[src/rtl/vector_mem_unit_if.sv]
// Single-port synchronous data-memory bus between vector_mem_unit (master)
// and the data memory (slave). Read data is valid the cycle after mem_re_o.
interface vector_mem_unit_if #(
  parameter int N = 32
);
  logic [N-1:0] mem_addr_o;
  logic         mem_we_o;
  logic         mem_re_o;
  logic [N-1:0] mem_wdata_o;
  logic [N-1:0] mem_rdata_i;

  modport master (
    output mem_addr_o, mem_we_o, mem_re_o, mem_wdata_o,
    input  mem_rdata_i
  );

  modport slave (
    input  mem_addr_o, mem_we_o, mem_re_o, mem_wdata_o,
    output mem_rdata_i
  );
endinterface

[src/rtl/vector_mem_unit.sv]
// MEM-stage access unit: serialises scalar/vector loads and stores onto a
// one-port memory and stalls EX/MEM until done. Optional VMEM_STRIDE_EN macro.
module vector_mem_unit #(
  parameter int N = 32,
  parameter int V = 20
) (
  input  logic                CLK,
  input  logic                RST,
  input  logic                valid_i,
  input  logic                OpSource_i,
  input  logic                MemWE_i,
  input  logic                WBSelect_i,
  input  logic [N-1:0]        AluResult_S_i,
  input  logic [N-1:0]        RD1_S_i,
  input  logic [N-1:0]        RD2_S_i,
  input  logic [V-1:0][N-1:0] RD2_V_i,
  output logic                stall_o,
  output logic [N-1:0]        Load_S_o,
  output logic [V-1:0][N-1:0] Load_V_o,
  vector_mem_unit_if.master   mem
);

  localparam int KW = (V > 1) ? $clog2(V) : 1;
  typedef logic [KW-1:0] lane_t;
  localparam lane_t LAST = lane_t'(V - 1);

  typedef enum logic [2:0] {
    IDLE,
    S_LOAD,
    V_STORE,
    V_LOAD,
    V_DRAIN,
    DONE
  } state_e;

  state_e               state_q, state_d;
  lane_t                k_q, k_d;
  lane_t                idx_q, idx_d;
  logic                 inflight_q, inflight_d;
  logic [N-1:0]         base_q, base_d;
  logic [V-1:0][N-1:0]  data_q, data_d;
  logic [V-1:0][N-1:0]  load_v_q, load_v_d;
  logic [N-1:0]         stride;
  logic [N-1:0]         lane_addr;
  logic                 is_store, is_load;

  logic                 stall;
  logic                 we, re;
  logic [N-1:0]         addr, wdata, load_s;

`ifdef VMEM_STRIDE_EN
  logic [N-1:0] stride_q, stride_d;
  assign stride = stride_q;
`else
  logic unused_stride;
  assign stride        = N'(4);
  assign unused_stride = ^RD1_S_i;
`endif

  // Store wins over load when both decode bits are set.
  assign is_store  = valid_i & MemWE_i;
  assign is_load   = valid_i & ~MemWE_i & WBSelect_i;
  assign lane_addr = base_q + stride * N'(k_q);

  always_comb begin
    // NOTE: every variable gets a default before the case so no path leaves
    // one unassigned; otherwise synthesis infers a latch.
    state_d    = state_q;
    k_d        = k_q;
    idx_d      = idx_q;
    inflight_d = 1'b0;
    base_d     = base_q;
    data_d     = data_q;
    load_v_d   = load_v_q;
`ifdef VMEM_STRIDE_EN
    stride_d   = stride_q;
`endif
    stall  = 1'b0;
    we     = 1'b0;
    re     = 1'b0;
    addr   = '0;
    wdata  = '0;
    load_s = '0;

    // Read data for the lane issued last cycle lands in its buffer slot.
    if (inflight_q) load_v_d[idx_q] = mem.mem_rdata_i;

    unique case (state_q)
      IDLE: begin
        if (is_store || is_load) begin
          if (OpSource_i) begin
            stall   = 1'b1;
            base_d  = AluResult_S_i;
            data_d  = RD2_V_i;
`ifdef VMEM_STRIDE_EN
            stride_d = RD1_S_i;
`endif
            k_d     = '0;
            state_d = is_store ? V_STORE : V_LOAD;
          end else if (is_store) begin
            we    = 1'b1;
            addr  = AluResult_S_i;
            wdata = RD2_S_i;
          end else begin
            re      = 1'b1;
            addr    = AluResult_S_i;
            stall   = 1'b1;
            state_d = S_LOAD;
          end
        end
      end
      S_LOAD: begin
        load_s  = mem.mem_rdata_i;
        state_d = IDLE;
      end
      V_STORE: begin
        stall = 1'b1;
        we    = 1'b1;
        addr  = lane_addr;
        wdata = data_q[k_q];
        if (k_q == LAST) begin
          k_d     = '0;
          state_d = DONE;
        end else begin
          k_d = k_q + lane_t'(1);
        end
      end
      V_LOAD: begin
        stall      = 1'b1;
        re         = 1'b1;
        addr       = lane_addr;
        idx_d      = k_q;
        inflight_d = 1'b1;
        if (k_q == LAST) begin
          k_d     = '0;
          state_d = V_DRAIN;
        end else begin
          k_d = k_q + lane_t'(1);
        end
      end
      V_DRAIN: begin
        stall   = 1'b1;
        state_d = DONE;
      end
      DONE:    state_d = IDLE;
      default: state_d = IDLE;
    endcase

    // Reset silences the combinational IDLE paths immediately as well.
    if (!RST) begin
      stall  = 1'b0;
      we     = 1'b0;
      re     = 1'b0;
      addr   = '0;
      wdata  = '0;
      load_s = '0;
    end
  end

  always_ff @(posedge CLK or negedge RST) begin
    // NOTE: the operand and load buffers are reset too; a freshly reset unit
    // must present Load_V_o = 0, so these are flops, not an inferred RAM.
    if (!RST) begin
      state_q    <= IDLE;
      k_q        <= '0;
      idx_q      <= '0;
      inflight_q <= 1'b0;
      base_q     <= '0;
      data_q     <= '0;
      load_v_q   <= '0;
`ifdef VMEM_STRIDE_EN
      stride_q   <= '0;
`endif
    end else begin
      // NOTE: non-blocking so every flop samples the pre-edge values.
      state_q    <= state_d;
      k_q        <= k_d;
      idx_q      <= idx_d;
      inflight_q <= inflight_d;
      base_q     <= base_d;
      data_q     <= data_d;
      load_v_q   <= load_v_d;
`ifdef VMEM_STRIDE_EN
      stride_q   <= stride_d;
`endif
    end
  end

  assign stall_o         = stall;
  assign Load_S_o        = load_s;
  assign Load_V_o        = load_v_q;
  assign mem.mem_addr_o  = addr;
  assign mem.mem_we_o    = we;
  assign mem.mem_re_o    = re;
  assign mem.mem_wdata_o = wdata;

endmodule

[src/flat_wrapper.sv]
// flat-port wrapper written by rule: the top's interface ports become plain ports
module vector_mem_unit_flat 
#(
  parameter int N = 32,
  parameter int V = 20
)
  (CLK, RST, valid_i, OpSource_i, MemWE_i, WBSelect_i, AluResult_S_i, RD1_S_i, RD2_S_i, RD2_V_i, stall_o, Load_S_o, Load_V_o, mem_mem_addr_o, mem_mem_we_o, mem_mem_re_o, mem_mem_wdata_o, mem_mem_rdata_i);
  vector_mem_unit_if #(.N(N)) mem_i ();
  input  logic CLK;
  input  logic RST;
  input  logic valid_i;
  input  logic OpSource_i;
  input  logic MemWE_i;
  input  logic WBSelect_i;
  input  logic [N-1:0] AluResult_S_i;
  input  logic [N-1:0] RD1_S_i;
  input  logic [N-1:0] RD2_S_i;
  input  logic [V-1:0][N-1:0] RD2_V_i;
  output logic stall_o;
  output logic [N-1:0] Load_S_o;
  output logic [V-1:0][N-1:0] Load_V_o;
  output wire logic [$bits(mem_i.mem_addr_o)-1:0] mem_mem_addr_o;
  output wire logic [$bits(mem_i.mem_we_o)-1:0] mem_mem_we_o;
  output wire logic [$bits(mem_i.mem_re_o)-1:0] mem_mem_re_o;
  output wire logic [$bits(mem_i.mem_wdata_o)-1:0] mem_mem_wdata_o;
  input wire logic [$bits(mem_i.mem_rdata_i)-1:0] mem_mem_rdata_i;
  assign mem_mem_addr_o = mem_i.mem_addr_o;
  assign mem_mem_we_o = mem_i.mem_we_o;
  assign mem_mem_re_o = mem_i.mem_re_o;
  assign mem_mem_wdata_o = mem_i.mem_wdata_o;
  assign mem_i.mem_rdata_i = mem_mem_rdata_i;
  vector_mem_unit #(.N(N), .V(V)) u_core (.CLK(CLK), .RST(RST), .valid_i(valid_i), .OpSource_i(OpSource_i), .MemWE_i(MemWE_i), .WBSelect_i(WBSelect_i), .AluResult_S_i(AluResult_S_i), .RD1_S_i(RD1_S_i), .RD2_S_i(RD2_S_i), .RD2_V_i(RD2_V_i), .stall_o(stall_o), .Load_S_o(Load_S_o), .Load_V_o(Load_V_o), .mem(mem_i));
endmodule
[config.mk]
export PLATFORM = sky130hd
export DESIGN_NAME = vector_mem_unit_flat
export DESIGN_NICKNAME = d
export VERILOG_FILES = /design/src/rtl/vector_mem_unit_if.sv /design/src/rtl/vector_mem_unit.sv /design/src/flat_wrapper.sv
export SDC_FILE = /design/constraint.sdc
export NUM_CORES = 2
export LEC_CHECK = 0
export ABC_AREA = 1
export CAP_MARGIN = 5
export CORE_AREA = 10 10 582 584
export CTS_BUF_LIST = sky130_fd_sc_hd__clkbuf_4 sky130_fd_sc_hd__clkbuf_8
export DETAILED_ROUTE_END_ITERATION = 6
export DIE_AREA = 0 0 592 594
export GPL_TIMING_DRIVEN = 0
export MAX_ROUTING_LAYER = met4
export SETUP_SLACK_MARGIN = 0.05
export SLEW_MARGIN = 25
export SYNTH_ARGS = -nofsm -noshare
export SYNTH_HDL_FRONTEND = slang
export SYNTH_SLANG_ARGS = --single-unit
[constraint.sdc]
create_clock -name CLK -period 6.7 [get_ports CLK]
set_input_delay 2.01 -clock CLK [delete_from_list [all_inputs] [get_ports CLK]]
set_output_delay 2.01 -clock CLK [all_outputs]
set_load 0.02 [all_outputs]
### Word-level counts from Yosys, hierarchy flattened

Cells that the tools add are included.

| storage, ports and cells | value |
|---|---|
| output and inout port bits | 739 |
| register bits | 1326 |
| bits of input ports | 774 |
| logic and storage cells | 115 |

| operators by class | value |
|---|---|
| equality and inequality tests | 10 |
| reduce and logical (&&, ||, !) cells | 9 |
| order comparisons | 3 |
| add/sub/neg operators | 2 |
| bitwise operators | 4 |
| muxes and demuxes | 42 |

Operators by type and width:

| operator | count |
|---|---|
| $bwmux 640 | 1 |
| $mux 32 | 11 |
| $bmux 32 s5 | 1 |
| $demux 32 s5 | 1 |
| $pmux 32 s2 | 2 |
| $add 32x7->32 | 1 |
| $mux 3 | 5 |
| $mux 5 | 3 |
| $mux 1 | 13 |
| $lt 5x6->1 const B | 2 |
| $pmux 3 s4 | 1 |
| $pmux 5 s2 | 1 |
| $eq 3x2->1 const B | 2 |
| $ne 2x1->1 const B | 3 |
| $pmux 1 s2 | 3 |
| $reduce_and 3->1 | 2 |
| $add 5x1->5 const B | 1 |
| $eq 5x5->1 const B | 1 |
| $ge 5x1->1 const B | 1 |
| $reduce_and 4->1 | 1 |
| $and 1x1->1 | 3 |
| $eq 3x1->1 const B | 1 |
| $eq 3x3->1 const B | 1 |
| $logic_not 3->1 | 1 |
| 8 further kinds | 8 |

### Depth between registers and ports, before layout

| logic depth | value |
|---|---|
| word-level depth | 7 |
| gate-level depth with buffers | 16 |
| gate-level depth less buffers | 14 |

### Worst setup path after synthesis

No wires, ideal clock.

| timing | value |
|---|---|
| path kind | input to output |
| start | in OpSource_i |
| end | out mem_mem_wdata_o[22] |
| data arrival time | 3.191 ns |
| path buffers | 1 |
| cell stages on the path | 6 |
| path slack | 1.499 ns |
| cell sequence | nor2_1 inv_1 nor2_1 clkbuf_1 nand2_1 a21oi_1 |

| between the ends | value |
|---|---|
| longest elaborated chain between the ends | 4 |

Ends and longest elaborated chain:

| what | RTL line | RTL |
|---|---|---|
| start, declared | flat_wrapper.sv:12 | `input logic OpSource_i;` |
| $mux 32 | vector_mem_unit.sv:91 | `if (OpSource_i) begin` |
| $mux 32 | vector_mem_unit.sv:90 | `if (is_store \|\| is_load) begin` |
| $pmux 32 s2 | vector_mem_unit.sv:88 | `unique case (state_q)` |
| $mux 32 | vector_mem_unit.sv:150 | `if (!RST) begin` |
| end, declared | flat_wrapper.sv:25 | `output wire logic [$bits(mem_i.mem_wdata_o)-1:0] mem_mem_wdata_o;` |

Every way passes these cells.

### Worst setup path in the final report

| timing | value |
|---|---|
| start | in OpSource_i |
| end | out mem_mem_addr_o[13] |

| between the ends | value |
|---|---|
| longest elaborated chain between the ends | 4 |

Ends and longest elaborated chain:

| what | RTL line | RTL |
|---|---|---|
| $mux 32 | vector_mem_unit.sv:91 |  |
| $mux 32 | vector_mem_unit.sv:90 |  |
| $pmux 32 s2 | vector_mem_unit.sv:88 |  |
| $mux 32 | vector_mem_unit.sv:150 |  |
| end, declared | flat_wrapper.sv:22 | `output wire logic [$bits(mem_i.mem_addr_o)-1:0] mem_mem_addr_o;` |

Every way passes these cells.

==> results.md <==
* Final Setup Violations at 0
* Max Cap Violations at 0
* Largest family of logic cells by synthesized area: simple AND/OR/NAND/NOR gates
* Initial antenna violation count at 161
* GR Overflow Total at 0
* RSZ-0062 raised after global routing: false
* Simple-gate share of the synthesized area at around a fifth
* Average size of a mapped cell at ~8.2 um2
* HP Class: flop to flop
* Adder-cell share of the synthesized area at 0.166%
* GRT Total Usage at between 20% and 30%
* Post-synthesis xor/xnor area fraction at 0.0153%
* GP Congestion at around 1
* Routed Antenna Nets at 0
* CTS tree: yes
* Max Fanout on Critical Path at 10
* Deepest clock path buffer count at 4
* Post-DP HPWL at 326000 um
* Warnings, synthesis at 0
* Asr flop ratio synth at 100%
* Most used cell, CP: clkdlybuf4s50_1
* Worst clock skew at 175 ps
* Vias at approximately 59000
* #FFs+latches synth at around 1300
* Slew headroom at a little over a fifth
* Post-Syn Nets at ~7800
* Synth Area in Compound Gates at approximately an eighth
* First-pass GRT wire length at 519000 um
* Crit. End Element: primary output
* Critical Path Max Stage Delay at 680 ps
* Post-synth cell types at 27
* Outcome: completed
* CP max-delay cell: clkdlybuf4s50_1
* Worst setup SP type: input port
* Cell family with most CP delay: buffers and inverters
* Worst Tran Pin Value at between 1000 and 1500 ps
* Die ar. at 352000 um2
* WL final at 397000 um
* Initial Util at around 17%
* Area share of the largest cell type after synthesis at about three fifths
* DR DRC count at 0
* Fin crit share at between 90 and 100%
* CP required at between 4000 and 5000 ps
* Min Tclk post-route at roughly 6500 ps
* Ys flop type: dfrtp_1
* Crit-path cells: clkdlybuf4s50_1, nor2_1, inv_1, nor2_4, clkbuf_2, nand2_1, a21oi_1, clkdlybuf4s50_1
* Finished Core Util at a little over a quarter
* Mux share of post-synthesis cell area at 0%
* Most common cell in the netlist: nand2_1
* Max Clk Rate at roughly 150 MHz
* Top cells by area, synth: dfrtp_1, nand2_1, o21ai_0
* Post-synth EDFFs at 0
* Worst hold stages at 2
* Top cells by count, synth: nand2_1, dfrtp_1, o21ai_0, inv_1, nand3_1
* Final setup margin at between 150 and 200 ps
* Stages on the worst setup path at 8
* Die H at just under 600 um
* Area grow syn2layout at 48.7%
* H-tree levels at 4
* Vias in the first global route at 57000
* Hold Fails Final Rpt at 0
* Pleak at a little under 40 nW
* Power Density at around 440 nW/um2
* Nets@finish at around 9600
* Worst-Skew Late Latency at 1030 ps
* CTS clock-pin slew for the worst setup and hold paths at around 60 ps
* Initial drt markers at around 6000
* Die W at 592 um
* Core Area at 327000 um2
* VDD IR-drop max at 232 uV
* Clk root buf: clkbuf_8
* CTS buffer count at approximately 250
* Critical path arrival at between 4000 and 5000 ps
* Slew Viols, Final at 0
* Synth Cell Area at about 57000 um2
* Num rows at 210
* Vias per cell at 4.35
* PortBufs at about 1500
* Avg WL per Cell at roughly 30 um
* Mapped Cells at about 7000
* Place WS at -1330 ps
* Layout cells sized above 1 at just under 9%
* Seq/Total Area, Yosys at 58.1%
* Router iterations before antenna repair at 5
* Reg2reg path depth at 9
* Yosys top cell by area: dfrtp_1
* Fill cell count at roughly 36000
* Largest net degree at the start of global routing at 129
* Cts hold-fix bufs at 0
* Sink Count at 1326
* Io pins at roughly 1500
* WP buf/inv at 4
* Critical path class: input port to primary output
-- cell families after synthesis --
logic type	after synthesis
fa+ha+maj	7
flops	1326
simple gates	3007
buf+inv	1192
compound gates	1469
xor+xnor	1
-- per-stage QoR --
step	area [um2]	power [mW]	setup TNS (ps)	instances	hold slack, ps
finish	85000	37.6	0	13500	466
floorplan	57100	19.6	0	7002	437
CTS	84500	37.7	0	13300	469
global placement	77400	28.5	-	12800	449
detailed placement	78300	28.4	-55010	12900	453
global route	84900	39.5	0	13400	481
-- repair_timing --
| item | 4_1_cts | 5_1_grt |
|---|---|---|
| setup buffers | 3 | 1 |
| pin swaps | 3 | 0 |
| cloned | 4 | 1 |
| resized for setup | 254 | 31 |
| setup endpoints to repair | 99 | 42 |
-- state kept, by name, summed over array words and instances (netlist names) --
signal / cells
u_core.Load_V_o: 640
u_core.base_q: 32
u_core.data_q: 640
u_core.idx_q: 5
u_core.inflight_q: 1
u_core.k_q: 5
u_core.state_q: 3
-- layer usage --
layer	up-vias	track usage, %	wire length, um
met1	28900	28.0	166000
met4	0	9.63	19400
met3	648	7.16	42500
met5	-	-	0
met2	3188	32.1	169000
li1	25900	-	-
-- worst paths after layout --
path                                         start              endpoint  slack, ps
worst max-delay path                    OpSource_i    mem_mem_addr_o[13]        200
worst min register to register  u_core.data_q[530]    u_core.data_q[530]        470
worst min-delay path            u_core.data_q[530]    u_core.data_q[530]        470
max in group asynchronous                      RST  u_core.Load_V_o[601]       2560
min in group asynchronous                      RST  u_core.Load_V_o[190]       1110
worst max register to register   u_core.state_q[0]    u_core.data_q[507]       2740
-- power by group --
group | internal (mW) | switching [mW]
combinational | 5.10 | 11.3
clock | 5.11 | 3.92
sequential | 11.0 | 1.25
total | 21.2 | 16.4
-- final cells by class --
type | instances | area [um2] | share of cell area (%)
Multi-Input combinational cell | 4484 | 19700 | 23.2
Sequential cell | 1326 | 33200 | 39.0
Antenna cell | 156 | 390 | 0.459
Tap cell | 4346 | 5440 | 6.40
Inverter | 704 | 2650 | 3.12
Clock buffer | 388 | 4880 | 5.74
Timing Repair Buffer | 1525 | 15800 | 18.6
Clock inverter | 49 | 709 | 0.835
Buffer | 488 | 2180 | 2.57
-- placed cells by master, fill, tap and decap left out, drive strengths merged --
| cell | count |
|---|---|
| a21oi | 270 |
| xnor2 | 1 |
| buf | 170 |
| clkinvlp | 3 |
| clkbuf | 754 |
| a22oi | 4 |
| nand2 | 2370 |
| clkdlybuf4s50 | 1422 |
| fa | 1 |
| bufinv | 12 |
| nand4 | 4 |
| bufbuf | 4 |
| diode | 156 |
| a21o | 1 |
| or2 | 1 |
| dlymetal6s2s | 14 |
| nor2 | 209 |
| o21ai | 1192 |
| nand3 | 394 |
| nor4 | 3 |
| dlygate4sd2 | 22 |
| inv | 711 |
| clkinv | 27 |
| dfrtp | 1326 |
| o22ai | 1 |
| nor3 | 26 |
| clkdlybuf4s15 | 15 |
| o21bai | 1 |
| ha | 6 |
-- tightest hold or removal path, delay by kind of cell, from the launching register on --
kind | cells | cell delay, ps
and+or+nand+nor | 2 | 90
DFF | 1 | 340
(Power assumes the default switching activity.)
